<file path="src/rtl/agex_sequencer.sv">
// agex_sequencer: control sequencer for a small x86-like address-generate /
// execute datapath. It accepts one decoded instruction at a time and walks it
// through address generation, memory wait, ALU execute, register writeback
// and EIP update. Every datapath control is decoded combinationally from the
// current state and the captured instruction fields.
//
// Ports
//   clk, rst              clock; synchronous active-high reset
//   in_valid / in_ready   instruction handshake (ready only while idle)
//   op, mod, disp_sz      instruction class, ModRM mod field, disp8/disp32
//   mem_req / mem_ack     memory read request / read data valid
//   gate_*                MEM_BUS drivers (at most one active per cycle)
//   en_eip, eip_mux_s, eip_disp_mux_s   EIP register load and source selects
//   en_alu_shf, alu_shf_mux_s           ALU shift/operand register load
//   sr1_mux_s, sr2_mux_s, aluk, dr_we   ALU operand selects, ALU op, reg write
//   done                  one-cycle retire pulse
//   err                   sticky memory-timeout flag
//
// Build option
//   AGEX_SEQ_TIMEOUT_EN   when defined, a memory wait that reaches its 16th
//                         cycle without mem_ack sets err and abandons the
//                         instruction. When undefined, the wait is unbounded
//                         and err is tied low.
//
// state | meaning
// IDLE  | waiting for an instruction, in_ready high
// AGEN  | effective address on the bus, first memory request cycle
// MWAIT | memory request held until mem_ack
// EXEC  | ALU operands and function selected
// WB    | ALU result gated onto the bus, destination register written
// EIPU  | EIP updated, instruction retires

module agex_sequencer (
   input  logic       clk,
   input  logic       rst,
   input  logic       in_valid,
   output logic       in_ready,
   input  logic [2:0] op,
   input  logic [1:0] mod,
   input  logic       disp_sz,
   output logic       mem_req,
   input  logic       mem_ack,
   output logic       gate_eip,
   output logic       gate_sr1,
   output logic       gate_addr_gen,
   output logic       gate_alu,
   output logic       en_eip,
   output logic [1:0] eip_mux_s,
   output logic [1:0] eip_disp_mux_s,
   output logic       en_alu_shf,
   output logic [1:0] alu_shf_mux_s,
   output logic       sr1_mux_s,
   output logic [1:0] sr2_mux_s,
   output logic [1:0] aluk,
   output logic       dr_we,
   output logic       done,
   output logic       err
);

   typedef enum logic [2:0] {
      IDLE  = 3'd0,
      AGEN  = 3'd1,
      MWAIT = 3'd2,
      EXEC  = 3'd3,
      WB    = 3'd4,
      EIPU  = 3'd5
   } state_t;

   localparam logic [2:0] OP_ADD_RR  = 3'b000;
   localparam logic [2:0] OP_ADD_I32 = 3'b001;
   localparam logic [2:0] OP_ADD_I8  = 3'b010;
   localparam logic [2:0] OP_OR_RR   = 3'b011;
   localparam logic [2:0] OP_SHR_I8  = 3'b100;
   localparam logic [2:0] OP_JMP_REL = 3'b101;
   localparam logic [2:0] OP_JMP_RM  = 3'b110;
   localparam logic [2:0] OP_ADD_RM  = 3'b111;

   state_t     state, state_nx;
   logic [2:0] op_q;
   logic [1:0] mod_q;
   logic       disp_sz_q;
   logic       timeout;

   always_ff @(posedge clk) begin
      if (rst) begin
         state     <= IDLE;
         op_q      <= 3'b000;
         mod_q     <= 2'b00;
         disp_sz_q <= 1'b0;
      end else begin
         state <= state_nx;
         if (state == IDLE && in_valid) begin
            op_q      <= op;
            mod_q     <= mod;
            disp_sz_q <= disp_sz;
         end
      end
   end

`ifdef AGEX_SEQ_TIMEOUT_EN
   // Down-counter loaded while in AGEN so it holds 15 on the first MWAIT
   // cycle; reaching zero marks the 16th wait cycle.
   logic [3:0] wait_cnt;
   logic       err_q;

   always_ff @(posedge clk) begin
      if (rst) begin
         wait_cnt <= 4'd0;
         err_q    <= 1'b0;
      end else begin
         if (state == AGEN) begin
            wait_cnt <= 4'hF;
         end else if (state == MWAIT && wait_cnt != 4'd0) begin
            wait_cnt <= wait_cnt - 4'd1;
         end
         if (timeout) begin
            err_q <= 1'b1;
         end
      end
   end

   // An ack on the terminal cycle wins over the timeout.
   assign timeout = (state == MWAIT) && !mem_ack && (wait_cnt == 4'd0);
   assign err     = err_q;
`else
   assign timeout = 1'b0;
   assign err     = 1'b0;
`endif

   always_comb begin
      state_nx       = state;
      in_ready       = 1'b0;
      mem_req        = 1'b0;
      gate_eip       = 1'b0;
      gate_sr1       = 1'b0;
      gate_addr_gen  = 1'b0;
      gate_alu       = 1'b0;
      en_eip         = 1'b0;
      eip_mux_s      = 2'b00;
      eip_disp_mux_s = 2'b00;
      en_alu_shf     = 1'b0;
      alu_shf_mux_s  = 2'b00;
      sr1_mux_s      = 1'b0;
      sr2_mux_s      = 2'b00;
      aluk           = 2'b00;
      dr_we          = 1'b0;
      done           = 1'b0;

      case (state)
         IDLE: begin
            in_ready = 1'b1;
            // Routing is decided from the live fields on the accept edge.
            if (in_valid) begin
               case (op)
                  OP_JMP_REL: state_nx = EIPU;
                  OP_JMP_RM:  state_nx = (mod == 2'b11) ? EIPU : AGEN;
                  OP_ADD_RM:  state_nx = AGEN;
                  default:    state_nx = EXEC;
               endcase
            end
         end

         AGEN: begin
            gate_addr_gen = 1'b1;
            mem_req       = 1'b1;
            state_nx      = MWAIT;
         end

         MWAIT: begin
            mem_req = 1'b1;
            if (mem_ack) begin
               if (op_q == OP_ADD_RM) begin
                  en_alu_shf    = 1'b1;
                  alu_shf_mux_s = 2'b11;
                  state_nx      = EXEC;
               end else begin
                  // Indirect jump through memory retires on the ack itself.
                  en_eip    = 1'b1;
                  eip_mux_s = 2'b11;
                  done      = 1'b1;
                  state_nx  = IDLE;
               end
            end else if (timeout) begin
               state_nx = IDLE;
            end
         end

         EXEC: begin
            sr1_mux_s = 1'b0;
            case (op_q)
               OP_ADD_I32: sr2_mux_s = 2'b01;
               OP_ADD_I8:  sr2_mux_s = 2'b10;
               OP_SHR_I8:  sr2_mux_s = 2'b10;
               OP_ADD_RM:  sr2_mux_s = 2'b11;
               default:    sr2_mux_s = 2'b00;
            endcase
            case (op_q)
               OP_OR_RR:  aluk = 2'b01;
               OP_SHR_I8: aluk = 2'b11;
               default:   aluk = 2'b00;
            endcase
            state_nx = WB;
         end

         WB: begin
            gate_alu = 1'b1;
            dr_we    = 1'b1;
            state_nx = EIPU;
         end

         EIPU: begin
            en_eip = 1'b1;
            done   = 1'b1;
            if (op_q == OP_JMP_REL) begin
               eip_disp_mux_s = disp_sz_q ? 2'b11 : 2'b10;
            end else if (op_q == OP_JMP_RM && mod_q == 2'b11) begin
               eip_mux_s = 2'b01;
            end
            state_nx = IDLE;
         end

         default: state_nx = IDLE;
      endcase
   end

endmodule
</file>
<file path="config.mk">
export PLATFORM = sky130hd
export DESIGN_NAME = agex_sequencer
export DESIGN_NICKNAME = d
export VERILOG_FILES = /design/src/rtl/agex_sequencer.sv
export SDC_FILE = /design/constraint.sdc
export NUM_CORES = 1
export LEC_CHECK = 0
export ABC_AREA = 1
export CORE_UTILIZATION = 42
export CTS_CLUSTER_DIAMETER = 150
export DETAILED_ROUTE_END_ITERATION = 12
export GPL_ROUTABILITY_DRIVEN = 0
export PLACE_DENSITY_LB_ADDON = 0.2
export SLEW_MARGIN = 10
export SYNTH_ARGS = -nofsm -noshare
export SYNTH_HDL_FRONTEND = slang
export SYNTH_SLANG_ARGS = --single-unit
</file>
<file path="constraint.sdc">
create_clock -name clk -period 1.9 [get_ports clk]
set_input_delay 0.57 -clock clk [delete_from_list [all_inputs] [get_ports clk]]
set_output_delay 0.57 -clock clk [all_outputs]
set_load 0.02 [all_outputs]
</file>
; After elaboration in Yosys (flattened, before gate mapping)
; Cells that the tools add are included.
[totals]
out_inout_bits = 22
regBits = 9
[classes]
n_reduce_logical = 6
eq_ne = 19
muxes = 31
[ops]
columns = cell, n
row1 = $eq 3x3->1 const B, 9
row2 = $mux 2, 10
row3 = $pmux 3 s5, 1
row4 = $eq 3x2->1 const B, 4
row5 = $mux 1, 12
row6 = $mux 3, 3
row7 = $pmux 3 s3, 1
row8 = $pmux 2 s2, 2
row9 = $eq 3x1->1 const B, 2
row10 = $pmux 2 s3, 1
row11 = $eq 2x2->1 const B, 2
row12 = $ne 2x2->1 const B, 2
row13 = $reduce_or 2->1, 2
row14 = $logic_not 3->1, 1
row15 = $logic_and 1x1->1, 2
row16 = $pmux 1 s2, 1
row17 = $reduce_and 2->1, 1

; Depth between registers and ports, before layout
[depth]
depth_word = 5
ltp_mapped = 7
mapped_depth_nobuf = 7

; Least setup slack after synthesis
; Ideal clock, no wire load.
[synth_timing]
path_kind = register to output
startpoint = reg state[2]
endpoint = out en_eip
arrival_time_ns = 1.405
n_path_buf = 2
slack_ns = -0.075
stages_incl_launch_ff = 5
cell_sequence = dfxtp_1 -> buf_4 -> inv_2 -> o31ai_1 -> buf_4
[synth_via]
elab_chain_cells = 2
[synth_lines]
columns = element, line
row1 = from (decl), 78  ; state_t state, state_nx;
row2 = from (signal assigned), 91  ; state <= state_nx;
row3 = $eq 3x3->1 / $eq 3x2->1 (equally long branches), -
row4 = $pmux 1 s2 *, -
row5 = to (decl), 47  ; output logic en_eip,
; Mark *: on every way between the ends. The rest lies on a longest branch, timed or not.

; Worst setup path after layout
[layout_timing]
startpoint = reg state[2]
endpoint = out aluk[0]
[layout_via]
elab_chain_cells = 2
[layout_lines]
columns = element, line
row1 = $eq 3x2->1, 149  ; case (state)
row2 = $mux 2, 149
row3 = to (decl), 54  ; output logic [1:0] aluk,
; No other way between the ends.

==> results.py <==
metrics = {
    "clocking": {
        "clock-sinks": 9,
        "clock_path_buffers": 2,
        "h-tree-depth": 1,
        "clkLatencyLatePin_ns": 0.26,
        "cts_hold_buf": 0,
        "cts_tree": "done",
        "clk_pin_slew_ns": 0.07,
        "cts_buffers": 3,
        "cts_root_buffer": "clkbuf_4",
    },
    "layout": {
        "finalNonFillerCells": 160,
        "area_delta_synth_final_pct": 59.6,
        "layout.nets": 156,
        "drive_above_1_share": 0.407,
        "fillers": 117,
        "antennaDiodeCount": 0,
    },
    "yosys": {
        "yosysTopAreaCellShare": 0.277,
        "synthFlopType": "dfxtp_1",
        "yosys.cell_count.top_type": "nand2_1",
        "ys_top_cells_by_count": "nand2_1, nand3_1, nor2_1",
        "yosysSeqAreaShare": 0.277,
        "ys_seq_elements": 9,
        "yosys_warnings": 0,
        "synth-edff-count": 0,
        "synth_area_per_cell_sq_um": 6.38,
        "synth_cells": 102,
        "yosysUniqueCellTypes": 22,
        "async_reset_ff_frac": 0,
        "synthTopCellsByArea": "dfxtp_1, nand3_1, buf_4, nand2_1, a21oi_1",
        "synthesis.area_sq_um": 651,
        "synth_largest_area_cell": "dfxtp_1",
    },
    "power_and_ir_drop": {
        "power.switching_mw": 0.732,
        "p_per_area_mw_per_mm2": 1460,
        "p_comb_frac": 0.676,
        "power_frac_seq": 0.225,
        "p_int_mw": 0.787,
        "clock_power_share": 0.099,
        "power.leakage_nw": 0.518,
        "swShare": 0.482,
        "ir_worst_vdd_uv": 1110,
    },
    "global_routing": {
        "grt_start_max_net_pins": 9,
        "grt_first_pass_wirelength_um": 2840,
        "grt_antenna_before_repair": 0,
        "track_usage": 0.261,
        "grt_overflow": 0,
        "grt_pass1_vias": 687,
    },
    "floorplanning": {
        "die-area_sq_mm": 0.00171,
        "rows": 13,
        "start_util": 0.476,
        "die_x_um": 41.4,
        "die_height_um": 41.4,
        "design.portCount": 32,
        "fp.coreArea_sq_mm": 0.00137,
    },
    "sta": {
        "clock.fmax_mhz": 529,
        "setup_violations": 0,
        "hold_violations": 0,
        "timing.hold.ws_ns": 0.481,
        "min_period_ns": 1.89,
        "rsz0062_at_grt": "yes",
        "skew_ns": 0.00290,
        "tns_ns": 0,
        "slew_violations": 0,
        "fin_crit_sh": 0.994,
    },
    "worst_hold_path": {
        "holdCritStartpoint": "mod_q[1]$_SDFFE_PP0P_",
        "min_path_type": "reg -> reg",
    },
    "route": {
        "wl_per_cell_um": 12.2,
        "drc": 0,
        "drt-initial-drc-count": 18,
        "first_pass_iters": 4,
        "via_per_inst": 5.05,
        "vias": 808,
        "ant_nets": 0,
        "drt_wl_total_um": 1950,
    },
    "placed_design": {
        "dp.cells": 155,
        "dp_hpwl_um": 1390,
        "port_buffers": 27,
    },
    "worst_setup_path": {
        "cp.required_ns": 1.33,
        "critPathLaunchType": "flop",
        "path_class": "reg -> out",
        "regToRegStartpoint": "state[0]$_SDFFE_PP0P_",
        "cp.arrival_ns": 1.32,
        "crit_start": "state[2]$_SDFFE_PP0P_",
        "critPathCaptureType": "output pin",
        "crit_fanout": 5,
    },
    "job": {
        "cap_violations": 0,
    },
    "run_status": {
        "status": "finished, final reports clean",
    },
}
## worst paths after layout
path,to,slack (ns),cells past startpoint
setup / recovery,aluk[0],0.01,4
hold reg to reg,mod_q[1]$_SDFFE_PP0P_,0.48,2
hold / removal,mod_q[1]$_SDFFE_PP0P_,0.48,2
setup reg to reg,state[1]$_SDFFE_PP0P_,0.56,10
## power groups by stage
stage / clock, mW / sequential [mW] / combinational (mW)
5_1_grt: 0.163 / 0.347 / 1.12
3_5_place_dp: 0 / 0.320 / 1.02
3_3_place_gp: 0 / 0.317 / 1.01
4_1_cts: 0.153 / 0.330 / 1.00
6_report: 0.151 / 0.341 / 1.03
2_1_floorplan: 0 / 0.301 / 0.606
## repair_timing
action / CTS / global route
pin swaps: 1 / 1
setup endpoints to repair: 18 / 17
resized for setup: 72 / 17
hold endpoints to repair: 0 / 0
setup buffers: 1 / 0
## area by class of cell
class,instances,area [sq um],area share
repair buffers,47,363,0.349
flip-flops and latches,9,189,0.182
multi-input cells,72,392,0.377
clock inverters,1,5.00,0.00482
well taps,15,18.8,0.0181
inverters,13,48.8,0.0470
clock buffers,3,22.5,0.0217
## metrics by stage
stage | cell area [sq um] | power, mW | util | worst slack [ns]
after detailed placement | 1020 | 1.34 | 0.748 | -0.612
after CTS | 1040 | 1.49 | 0.763 | 0.000997
after global routing | 1040 | 1.63 | 0.760 | -0.0684
after floorplan | 667 | 0.908 | - | 0.0770
final | 1040 | 1.52 | 0.760 | 0.0106
after global placement | 1020 | 1.32 | 0.748 | -0.565
## layer usage
layer / wire length, um / share of wire / up-vias / track usage
met5: 0 / 0 / - / 0
met3: 131 / 0.067 / 4 / 0.0319
met2: 1020 / 0.52 / 40 / 0.477
met1: 779 / 0.40 / 355 / 0.298
met4: 21 / 0.011 / 0 / 0.121
li1: - / - / 409 / -
## state kept, by name (all words and copies together), names as in the netlist
| signal | cells |
|---|---|
| op_q | 3 |
| state | 3 |
| mod_q | 2 |
| disp_sz_q | 1 |
## layout by cell type (no fill, tap or decap)
cell type	synthesis	final
nand4_1	1	1
nand2_2	1	2
nand2_1	17	15
buf_4	9	27
dfxtp_2	0	4
o21ai_0	3	3
nand3_2	0	1
nand2_4	1	2
clkbuf_2	1	4
nor3_1	1	1
nor2_8	1	1
buf_2	0	4
nand3b_1	2	2
nor2_4	0	2
a31oi_1	1	1
a21oi_1	10	10
o31ai_2	0	1
clkdlybuf4s15_2	0	2
inv_1	10	10
nand3_1	16	15
conb_1	1	4
inv_2	3	3
dfxtp_4	0	1
nor2_1	11	9
dfxtp_1	9	4
clkinv_2	0	1
clkdlybuf4s50_1	0	8
clkbuf_4	0	3
nor3b_1	1	1
dlygate4sd2_1	0	2
nor2_2	1	1
## cell families after synthesis
family	synth area share
other	0.00576
AOI/OAI and AO/OA	0.121
and+or+nand+nor	0.404
buffers and inverters	0.192
DFF	0.277
## worst max-delay path, cell delays in order, from the launching register on
cell and delay, ns:
dfxtp_2 0.35, inv_2 0.09, nand3_1 0.16, a21oi_1 0.17, clkdlybuf4s15_2 0.28
Note: power is estimated with default switching activity, not from simulation.
